`src/rtl/cv32e40p_apu_core_pkg.sv`:
```
// -----------------------------------------------------------------------------
// cv32e40p_apu_core_pkg
//
// Purpose : Shared APU interface widths for cv32e40p cores and the defaults used
//           by the cluster-level FPU-sharing arbiter.
// Contents:
//   APU_NARGS_CPU      number of 32-bit operands per APU request
//   APU_WOP_CPU        opcode width
//   APU_NDSFLAGS_CPU   downstream (core -> FPU) flag width
//   APU_NUSFLAGS_CPU   upstream (FPU -> core) flag width
//   APU_ARB_NUM_CORES  default number of cores sharing one FPU
//   APU_ARB_FIFO_DEPTH default number of outstanding FPU operations
//   rr_wrap_inc()      round-robin successor of an index, wrapping at n
// -----------------------------------------------------------------------------
package cv32e40p_apu_core_pkg;

   localparam int APU_NARGS_CPU    = 3;
   localparam int APU_WOP_CPU      = 6;
   localparam int APU_NDSFLAGS_CPU = 15;
   localparam int APU_NUSFLAGS_CPU = 5;

   localparam int APU_ARB_NUM_CORES  = 2;
   localparam int APU_ARB_FIFO_DEPTH = 4;

   // Next index after idx in a ring of n entries. Written without a modulo
   // operator so it maps to a compare and an increment for any n.
   function automatic int unsigned rr_wrap_inc(input int unsigned idx,
                                                input int unsigned n);
      return ((idx + 1) >= n) ? 0 : (idx + 1);
   endfunction

endpackage

```
`src/rtl/cv32e40p_apu_tag_fifo.sv`:
```
// -----------------------------------------------------------------------------
// cv32e40p_apu_tag_fifo
//
// Purpose : Small in-order FIFO holding the index of the core that issued each
//           outstanding FPU operation. The head is read combinationally so a
//           response can be steered in the cycle it arrives.
// Ports   :
//   clk        clock
//   rst_n      synchronous active-low reset (pointers and count cleared)
//   push       write push_data at the tail (ignored when full)
//   push_data  tag to store
//   pop        drop the head entry (ignored when empty)
//   full       count == DEPTH (registered count, not relieved by a same-cycle pop)
//   empty      count == 0
//   head       oldest stored tag
// -----------------------------------------------------------------------------
module cv32e40p_apu_tag_fifo
   import cv32e40p_apu_core_pkg::*;
#(
   parameter int DEPTH = APU_ARB_FIFO_DEPTH,
   parameter int WIDTH = 1
) (
   input  logic             clk,
   input  logic             rst_n,
   input  logic             push,
   input  logic [WIDTH-1:0] push_data,
   input  logic             pop,
   output logic             full,
   output logic             empty,
   output logic [WIDTH-1:0] head
);

   localparam int PTR_W = $clog2(DEPTH);
   localparam int CNT_W = $clog2(DEPTH) + 1;

   logic [WIDTH-1:0] mem_q [DEPTH];
   logic [PTR_W-1:0] wr_ptr_q;
   logic [PTR_W-1:0] rd_ptr_q;
   logic [CNT_W-1:0] count_q;

   logic do_push;
   logic do_pop;

   assign full  = (count_q == CNT_W'(DEPTH));
   assign empty = (count_q == '0);
   assign head  = mem_q[rd_ptr_q];

   assign do_push = push & ~full;
   assign do_pop  = pop & ~empty;

   // DEPTH is a power of two, so the pointers wrap by plain overflow.
   always_ff @(posedge clk) begin
      if (!rst_n) begin
         wr_ptr_q <= '0;
         rd_ptr_q <= '0;
         count_q  <= '0;
      end else begin
         if (do_push) begin
            wr_ptr_q <= wr_ptr_q + 1'b1;
         end
         if (do_pop) begin
            rd_ptr_q <= rd_ptr_q + 1'b1;
         end
         case ({do_push, do_pop})
            2'b10:   count_q <= count_q + 1'b1;
            2'b01:   count_q <= count_q - 1'b1;
            default: count_q <= count_q;
         endcase
      end
   end

   // Storage needs no reset: entries are only read while count_q says valid.
   always_ff @(posedge clk) begin
      if (do_push) begin
         mem_q[wr_ptr_q] <= push_data;
      end
   end

endmodule

```
`src/rtl/cv32e40p_apu_arbiter.sv`:
```
// -----------------------------------------------------------------------------
// cv32e40p_apu_arbiter
//
// Purpose : Shares one FPU (APU slave) between NUM_CORES cv32e40p cores.
//           Requests are arbitrated round-robin, combinationally; results come
//           back from the FPU in issue order and are steered to the issuing
//           core via an in-order tag FIFO.
// Ports   :
//   clk_i, rst_ni          clock, synchronous active-low reset
//   core_req_i/gnt_o       per-core request / grant
//   core_operands_i/op_i/flags_i   per-core request payload
//   core_rvalid_o          per-core result valid (one-hot or zero)
//   core_result_o/rflags_o result and flags, broadcast to all cores
//   fpu_req_o/gnt_i        FPU request handshake
//   fpu_operands_o/op_o/flags_o    winner's payload, zero when not requesting
//   fpu_rvalid_i/result_i/rflags_i FPU response
//   err_o                  sticky: a response arrived with nothing outstanding
// -----------------------------------------------------------------------------
module cv32e40p_apu_arbiter
   import cv32e40p_apu_core_pkg::*;
#(
   parameter int NUM_CORES  = APU_ARB_NUM_CORES,
   parameter int FIFO_DEPTH = APU_ARB_FIFO_DEPTH
) (
   input  logic                                              clk_i,
   input  logic                                              rst_ni,

   input  logic [NUM_CORES-1:0]                              core_req_i,
   output logic [NUM_CORES-1:0]                              core_gnt_o,
   input  logic [NUM_CORES-1:0][APU_NARGS_CPU-1:0][31:0]     core_operands_i,
   input  logic [NUM_CORES-1:0][APU_WOP_CPU-1:0]             core_op_i,
   input  logic [NUM_CORES-1:0][APU_NDSFLAGS_CPU-1:0]        core_flags_i,
   output logic [NUM_CORES-1:0]                              core_rvalid_o,
   output logic [31:0]                                       core_result_o,
   output logic [APU_NUSFLAGS_CPU-1:0]                       core_rflags_o,

   output logic                                              fpu_req_o,
   input  logic                                              fpu_gnt_i,
   output logic [APU_NARGS_CPU-1:0][31:0]                    fpu_operands_o,
   output logic [APU_WOP_CPU-1:0]                            fpu_op_o,
   output logic [APU_NDSFLAGS_CPU-1:0]                       fpu_flags_o,
   input  logic                                              fpu_rvalid_i,
   input  logic [31:0]                                       fpu_result_i,
   input  logic [APU_NUSFLAGS_CPU-1:0]                       fpu_rflags_i,

   output logic                                              err_o
);

   localparam int IDX_W = $clog2(NUM_CORES);

   logic [IDX_W-1:0]                 rr_q;
   logic                             err_q;

   // Core index visited at each search offset, starting from rr_q.
   logic [NUM_CORES-1:0][IDX_W-1:0]  cand_idx;
   logic [NUM_CORES-1:0]             cand_req;

   logic [IDX_W-1:0]                 winner;
   logic                             any_req;
   logic                             issue;

   logic                             fifo_full;
   logic                             fifo_empty;
   logic [IDX_W-1:0]                 fifo_head;
   logic                             resp_ok;

   // ---------------------------------------------------------------------------
   // Round-robin search: offset gi looks at core (rr_q + gi) wrapped into range.
   // The sum fits in IDX_W+1 bits because both terms are below NUM_CORES.
   // ---------------------------------------------------------------------------
   for (genvar gi = 0; gi < NUM_CORES; gi++) begin : g_cand
      logic [IDX_W:0] sum;
      assign sum           = {1'b0, rr_q} + (IDX_W+1)'(gi);
      assign cand_idx[gi]  = (sum >= (IDX_W+1)'(NUM_CORES))
                             ? IDX_W'(sum - (IDX_W+1)'(NUM_CORES))
                             : IDX_W'(sum);
      assign cand_req[gi]  = core_req_i[cand_idx[gi]];
   end

   // Walk offsets from the far end so the smallest requesting offset wins.
   always_comb begin
      winner = '0;
      for (int i = NUM_CORES - 1; i >= 0; i--) begin
         if (cand_req[i]) begin
            winner = cand_idx[i];
         end
      end
   end

   assign any_req   = |core_req_i;
   assign fpu_req_o = any_req & ~fifo_full;
   assign issue     = fpu_req_o & fpu_gnt_i;

   // ---------------------------------------------------------------------------
   // Payload multiplexer, forced to zero while no request is presented.
   // ---------------------------------------------------------------------------
   always_comb begin
      fpu_operands_o = '0;
      fpu_op_o       = '0;
      fpu_flags_o    = '0;
      if (fpu_req_o) begin
         fpu_operands_o = core_operands_i[winner];
         fpu_op_o       = core_op_i[winner];
         fpu_flags_o    = core_flags_i[winner];
      end
   end

   // ---------------------------------------------------------------------------
   // Grant and response steering. A response with no outstanding tag is
   // dropped rather than delivered to whatever stale entry sits at the head.
   // ---------------------------------------------------------------------------
   assign resp_ok = fpu_rvalid_i & ~fifo_empty;

   for (genvar gi = 0; gi < NUM_CORES; gi++) begin : g_core
      assign core_gnt_o[gi]    = issue   & (winner    == IDX_W'(gi));
      assign core_rvalid_o[gi] = resp_ok & (fifo_head == IDX_W'(gi));
   end

   assign core_result_o = fpu_result_i;
   assign core_rflags_o = fpu_rflags_i;

   // ---------------------------------------------------------------------------
   // Tag FIFO: one entry per operation in flight inside the FPU.
   // ---------------------------------------------------------------------------
   cv32e40p_apu_tag_fifo #(
      .DEPTH (FIFO_DEPTH),
      .WIDTH (IDX_W)
   ) u_tag_fifo (
      .clk       (clk_i),
      .rst_n     (rst_ni),
      .push      (issue),
      .push_data (winner),
      .pop       (resp_ok),
      .full      (fifo_full),
      .empty     (fifo_empty),
      .head      (fifo_head)
   );

   // ---------------------------------------------------------------------------
   // Pointer and sticky error state.
   // ---------------------------------------------------------------------------
   always_ff @(posedge clk_i) begin
      if (!rst_ni) begin
         rr_q  <= '0;
         err_q <= 1'b0;
      end else begin
         if (issue) begin
            rr_q <= IDX_W'(rr_wrap_inc(32'(winner), NUM_CORES));
         end
         if (fpu_rvalid_i & fifo_empty) begin
            err_q <= 1'b1;
         end
      end
   end

   assign err_o = err_q;

endmodule

```
`config.mk`:
```
export PLATFORM = sky130hd
export DESIGN_NAME = cv32e40p_apu_arbiter
export DESIGN_NICKNAME = d
export VERILOG_FILES = /design/src/rtl/cv32e40p_apu_core_pkg.sv /design/src/rtl/cv32e40p_apu_tag_fifo.sv /design/src/rtl/cv32e40p_apu_arbiter.sv
export SDC_FILE = /design/constraint.sdc
export NUM_CORES = 1
export LEC_CHECK = 0
export CAP_MARGIN = 10
export CORE_AREA = 2 2 168 170
export DETAILED_ROUTE_END_ITERATION = 7
export DIE_AREA = 0 0 170 172
export GPL_ROUTABILITY_DRIVEN = 0
export SETUP_SLACK_MARGIN = 0.05
export SKIP_LAST_GASP = 1
export SLEW_MARGIN = 5
export SYNTH_ARGS = -nofsm -noshare
export SYNTH_HDL_FRONTEND = slang
export SYNTH_HIERARCHICAL = 1
export SYNTH_SLANG_ARGS = --single-unit
```
`constraint.sdc`:
```
create_clock -name clk_i -period 4.4 [get_ports clk_i]
set_input_delay 0.66 -clock clk_i [delete_from_list [all_inputs] [get_ports clk_i]]
set_output_delay 0.66 -clock clk_i [all_outputs]
set_load 0.02 [all_outputs]
```
==> reports/qor.csv, run 1 <==
stage,metric,value,unit
run_status,outcome,"finished, final reports clean",
route,wl_per_cell,16.3,um
final_layout,synthToLayoutAreaGrowth,134,%
min_path,min_from,u_tag_fifo/rd_ptr_q[0],
logic_synthesis,seq_area_frac_synth,12.1,%
min_path,hold_path_class,register to register,
logic_synthesis,synth_ff_type,dfxtp_1,
logic_synthesis,yosysWarnings,6,
timing,slew_headroom,50.9,%
power_and_ir_drop,p_sw,503,uW
placed_design,io_buffer_count,362,
logic_synthesis,syn-num-nets,686,
logic_synthesis,synth_xor_area_share,0.625,%
global_routing,grt.overflow.total,0,
logic_synthesis,yosys-top-cells-count,"121 x nor2_1, 117 x a32oi_1, 39 x buf_4",
setup_path,reg2reg_from,u_tag_fifo/count_q[2],
logic_synthesis,synth_top_family_by_area,compound AO/OA/AOI/OAI gates,
setup_path,crit_family,buffers and inverters,
cts,clkSlewWorstSetupHoldPaths,0.05,ns
route,dr.pass1.iters,4,
die,dieArea,29200,um^2
final_layout,final_nets,978,
setup_path,cp_common_cell,clkdlybuf4s50_1,
cts,cts_buffers,3,
timing,finalHoldViolCount,0,
timing,rsz0062_at_grt,no,
die,ios,437,
die,dieHeight,172,um
die,coreArea,27500,um^2
power_and_ir_drop,p_int,773,uW
logic_synthesis,netlist_instances,403,
cts,cts_resized,0,
timing,fmax,274,MHz
route,drc_errors,0,
placed_design,dpl_worst_slack,0.728,ns
die,rows,61,
setup_path,worst-path-buf-inv,3,
timing,drv_slew,0,
logic_synthesis,synth_seq_cells,15,
cts,htreeDepth,1,
global_routing,first_global_vias,4114,
logic_synthesis,synthSimpleGateAreaFrac,22.7,%
logic_synthesis,synthesis.area,2800,um^2
logic_synthesis,synth.most_common_cell,nor2_1,
logic_synthesis,synth_area_leaders,"a32oi_1 37%, nor2_1 16%, buf_4 10%, dfxtp_1 7.9%, buf_2 5.2%",
final_layout,drive_above_1_share,3.75,%
power_and_ir_drop,power,1280,uW
timing,fin_worst_skew,0.000809,ns
logic_synthesis,synth_edf_count,4,
timing,finalCritPeriodShare,83.1,%
logic_synthesis,synth_compound_area_share,38.8,%
flow_run,drv_cap,0,
global_routing,grt_pass1_wl,22800,um
timing,setup_violations,0,
power_and_ir_drop,switching_share,39.4,%
setup_path,slowest_stage,clkdlybuf4s50_1,
power_and_ir_drop,peakVddDrop,84.0,uV
cts,cts_tree,done,
timing,timing.final.crit_period,3.65,ns
die,start_util,10.2,%
setup_path,worstPathArrival,2.99,ns
power_and_ir_drop,cellPowerDensity,194,nW/um^2
power_and_ir_drop,leakagePower,0.00232,uW
min_path,whs_path_depth,2,
global_routing,grtUsageTotal,9.88,%
setup_path,path_cells,clkdlybuf4s50_1 -> a21boi_4 -> buf_12 -> a32oi_1 -> nor2_1 -> clkdlybuf4s50_1,
route,vias,4371,
timing,fin_tns_setup,0,ns
cts,post-cts-setup-buffer-count,0,
cts,ctsHoldBuffers,0,
logic_synthesis,avgSynthCellArea,6.96,um^2
cts,clock_path_buffers,2,
setup_path,worstSetupPathType,input port to output pin,
setup_path,timing.rr.end,u_tag_fifo/count_q[2],
logic_synthesis,synth_fa_ha_area_share,2.95,%
logic_synthesis,synth.top_cell.area_share,36.5,%
min_path,hold_end,u_tag_fifo/rd_ptr_q[0],
die,die_w,170,um
power_and_ir_drop,pwr-share-comb,72.7,%
route,drt_iter0_markers,273,
setup_path,ff2ff_path_depth,11,
timing,worstMarginPinSlew,0.736,ns
route,vias_per_cell,4.20,
power_and_ir_drop,p_seq_share,13.5,%
global_routing,grt_max_degree,62,
setup_path,crit_path_end_kind,output pin,
timing,layout_setup_ws,0.745,ns
setup_path,cp-start-kind,input port,
placed_design,dp_hpwl,13500,um
global_routing,antenna_found_initial,2,
route,wl,16900,um
logic_synthesis,yosysTopAreaCell,a32oi_1,
logic_synthesis,async_flop_share,0,%
route,ant_nets,0,
cts,clock-sinks,15,
setup_path,cp_max_fo,43,
power_and_ir_drop,p_clk_share,13.8,%
setup_path,required,3.74,ns
cts,clock-root-buffer,clkbuf_16,
logic_synthesis,synthMuxAreaShare,1.52,%
setup_path,slowest_delay,0.63,ns
cts,clk_latency,0.24,ns
logic_synthesis,yosysUniqueCellTypes,29,
setup_path,regToRegSetupSlack,1.87,ns
worst max-delay path by stage:
| stage | startpoint | endpoint | slack, ns | cells past startpoint |
|---|---|---|---|---|
| 4_1_cts | core_req_i[0] | fpu_operands_o[90] | 0.69 | 6 |
| 3_5_place_dp | core_req_i[0] | fpu_operands_o[90] | 0.73 | 6 |
| 3_3_place_gp | core_req_i[0] | fpu_operands_o[90] | 0.80 | 6 |
| 6_report | core_req_i[0] | fpu_operands_o[90] | 0.75 | 6 |
| 5_1_grt | core_req_i[0] | fpu_operands_o[90] | 0.60 | 6 |
| 2_1_floorplan | core_req_i[1] | u_tag_fifo/count_q[2] | 1.84 | 12 |
power by group through the flow:
stage | Combinational, uW | Sequential [uW] | Clock (uW)
after floorplan | 466 | 172 | 0
after global placement | 928 | 175 | 0
after detailed placement | 933 | 175 | 0
after CTS | 937 | 172 | 181
after global routing | 989 | 175 | 187
final | 927 | 172 | 176
final cells by class:
type                    instances  area [um^2]
multi-input cells             290         1890
inverters                       7         26.3
repair buffers                378         3790
fillers                      3025        20900
clock buffers                   3         75.1
clock inverters                 1         5.00
flip-flops and latches         15          340
diodes                          1         2.50
well taps                     346          433
worst reg2reg max path, delay by kind of cell (launching register included):
family / cells / cell delay, ns
flops: 1 / 0.37
fa+ha+maj: 2 / 0.56
simple gates: 5 / 1.06
xor+xnor: 1 / 0.15
compound gates: 1 / 0.16
buf+inv: 2 / 0.16
layout by cell type (no fill, tap or decap), types with 5 or more instances in the layout:
cell             synthesis  layout
a32oi_1                117     117
and2_1                   8       8
buf_4                   39      13
clkdlybuf4s50_1          0     361
dfxtp_1                 11      11
ha_1                     5       5
inv_1                    7       7
nand2_1                  8       8
nor2_1                 121     121
nor2b_1                  7       7
o21ai_0                  5       5
cell families after synthesis:
family,Yosys count
simple gates,151
flops,15
compound gates,128
fa+ha+maj,6
mux,3
buf+inv,98
xor+xnor,2
metrics by stage:
step / instance area, um^2 / cells / util (%) / hold slack (ns)
after global placement: 6480 / 1036 / 23.6 / 0.477
after floorplan: 2800 / 403 / - / 0.456
after global routing: 6570 / 1041 / 23.9 / 0.511
after CTS: 6560 / 1040 / 23.9 / 0.495
after detailed placement: 6480 / 1036 / 23.6 / 0.488
final: 6570 / 1041 / 23.9 / 0.496
routing by layer:
| layer | global-route usage, % | share of wire [%] | vias to the layer above |
|---|---|---|---|
| met1 | 10.8 | 38 | 1997 |
| li1 | - | - | 2078 |
| met2 | 18.3 | 50 | 278 |
| met3 | 3.04 | 10 | 16 |
| met4 | 3.01 | 1.6 | 2 |
| met5 | 0 | 0.077 | - |
(Power assumes the default switching activity.)
==> run 2: changes to the inputs <==
Settings changed: CORE_AREA 2 2 168 170 to 2 2 171 173, DIE_AREA 0 0 170 172 to 0 0 173 175.
Clock period 4.4 ns to 3.5 ns, I/O delays scaled along.
==> run 2 against run 1 <==
Net effect:
- critical path depth did not move
- sequential share of layout area barely moved
- worst hold slack got worse by 0.014 ns
- critical path type unchanged
- largest cell class unchanged
- sequential power rose by 26%
- final cell count rose by 2.8%
==> reports/qor.csv, run 2 (synthesized netlist as in run 1, its figures left out) <==
stage,metric,value,unit,change
run_status,outcome,"finished, final reports clean",,unchanged
setup_path,timing.rr.end,u_tag_fifo/count_q[2],,unchanged
power_and_ir_drop,leakagePower,0.00229,uW,was 0.00232 uW
route,wl,15500,um,"was 16,900 um"
cts,cts_tree,done,,unchanged
global_routing,grt_max_degree,68,,was 62
power_and_ir_drop,cellPowerDensity,243,nW/um^2,was 194 nW/um^2
cts,clock-sinks,15,,unchanged
min_path,whs_path_depth,2,,unchanged
cts,ctsHoldBuffers,0,,unchanged
setup_path,required,2.97,ns,was 3.74 ns
setup_path,worstPathArrival,2.64,ns,was 2.99 ns
die,die_w,173,um,was 170 um
global_routing,grtUsageTotal,9.28,%,was 9.88%
cts,cts_resized,0,,unchanged
placed_design,place_inst,1066,,"was 1,036"
final_layout,final_nets,970,,was 978
global_routing,first_global_vias,4257,,"was 4,114"
die,coreArea,28400,um^2,"was 27,500 um^2"
setup_path,cp_max_fo,63,,was 43
cts,post-cts-setup-buffer-count,0,,unchanged
timing,worstMarginPinSlew,0.749,ns,was 0.736 ns
timing,rsz0062_at_grt,no,,unchanged
timing,holdWs,0.481,ns,was 0.496 ns
power_and_ir_drop,peakVddDrop,101,uV,was 84.0 uV
placed_design,io_buffer_count,362,,unchanged
timing,timing.final.crit_period,3.17,ns,
timing,slew_headroom,50.1,%,was 50.9%
timing,fmax,316,MHz,
die,dieHeight,175,um,was 172 um
cts,clock_path_buffers,2,,unchanged
cts,cts_buffers,3,,unchanged
setup_path,reg2reg_from,u_tag_fifo/count_q[2],,unchanged
final_layout,drive_above_1_share,2.62,%,was 3.75%
die,ios,437,,unchanged
timing,drv_slew,0,,unchanged
final_layout,synthToLayoutAreaGrowth,134,%,about the same
setup_path,regToRegSetupSlack,0.89,ns,was 1.87 ns
route,wl_per_cell,14.5,um,was 16.3 um
route,dr.pass1.iters,4,,unchanged
route,drc_errors,0,,unchanged
min_path,hold_path_class,register to register,,unchanged
timing,finalCritPeriodShare,90.5,%,
timing,fin_worst_skew,0.00308,ns,was 0.000809 ns
setup_path,crit_path_end_kind,output pin,,unchanged
die,rows,62,,was 61
timing,setup_violations,0,,unchanged
cts,clkSlewWorstSetupHoldPaths,0.05,ns,about the same
timing,finalHoldViolCount,0,,unchanged
setup_path,crit_start,core_req_i[0],,unchanged
flow_run,drv_cap,0,,unchanged
timing,fin_tns_setup,0,ns,unchanged
route,ant_nets,0,,unchanged
final_layout,final_cell_mix,"361 x clkdlybuf4s50_1, 121 x nor2_1, 117 x a32oi_1",,unchanged
cts,clock-root-buffer,clkbuf_16,,unchanged
power_and_ir_drop,power,1590,uW,was 1280 uW
setup_path,cp-start-kind,input port,,unchanged
global_routing,antenna_found_initial,0,,was 2
route,drt_iter0_markers,148,,was 273
cts,htreeDepth,1,,unchanged
final_layout,final_common_cell,clkdlybuf4s50_1,,unchanged
die,dieArea,30300,um^2,"was 29,200 um^2"
setup_path,worstSetupPathType,input port to output pin,,unchanged
placed_design,dp_hpwl,12100,um,"was 13,500 um"
die,start_util,9.88,%,was 10.2%
setup_path,ff2ff_path_depth,12,,was 11
route,vias,4366,,"was 4,371"
route,vias_per_cell,4.08,,was 4.20
global_routing,grt.overflow.total,0,,unchanged
global_routing,grt_pass1_wl,23300,um,"was 22,800 um"
final_layout,num_antenna_cells,0,,was 1
final_layout,fin_cells,1070,,"was 1,041"
cts,clk_latency,0.25,ns,was 0.24 ns
setup_path,setup.worst_path.end,fpu_operands_o[90],,unchanged
-- run 2: worst min path at each step --
stage	startpoint	endpoint	slack (ns)
2_1_floorplan	u_tag_fifo/rd_ptr_q[1]	register	0.46
3_3_place_gp	u_tag_fifo/rd_ptr_q[0]	u_tag_fifo/rd_ptr_q[0]	0.48
3_5_place_dp	err_o	err_o	0.49
4_1_cts	u_tag_fifo/rd_ptr_q[1]	register	0.49
5_1_grt	err_o	err_o	0.53
6_report	u_tag_fifo/rd_ptr_q[1]	register	0.48
-- run 2: report_power, final --
part	internal [uW]	switching, uW	leakage [uW]
registers	198	18.6	0.000127
logic	617	538	0.00212
clock network	153	69.7	0.0000409
total	967	626	0.00229
-- run 2: layout make-up --
type	count	area [um^2]
flip-flops and latches	15	340
well taps	384	480
clock inverters	1	5.00
fillers	3111	21800
multi-input cells	290	1890
inverters	7	26.3
repair buffers	370	3740
clock buffers	3	75.1
-- run 2: metal layers --
layer	part of all wire [%]	track usage (%)	wire length [um]	vias to the layer above
li1	-	-	-	2060
met1	39	10.6	6040	1981
met2	48	16.5	7450	310
met3	12	3.66	1860	15
met4	1.3	1.66	199	0
met5	0	0	0	-
-- run 2: critical path: stages --
cell,delay [ns]
clkdlybuf4s50_1,0.57
a21boi_4,0.29
buf_12,0.29
a32oi_1,0.13
nor2_1,0.13
clkdlybuf4s50_1,0.64
-- run 2: stage by stage --
step                      setup slack, ns  area [um^2]  util (%)
after floorplan                      1.08         2800         -
after global placement              0.330         6480      22.8
after detailed placement            0.319         6480      22.8
after CTS                           0.314         6560      23.1
after global routing                0.231         6560      23.1
final                               0.331         6560      23.1
==> run 3: changes to the inputs <==
Settings changed: SKIP_CTS_REPAIR_TIMING set to 1.
==> results of run 3 <==
No change in the layout: final DEF, timing and power equal those of run 2.
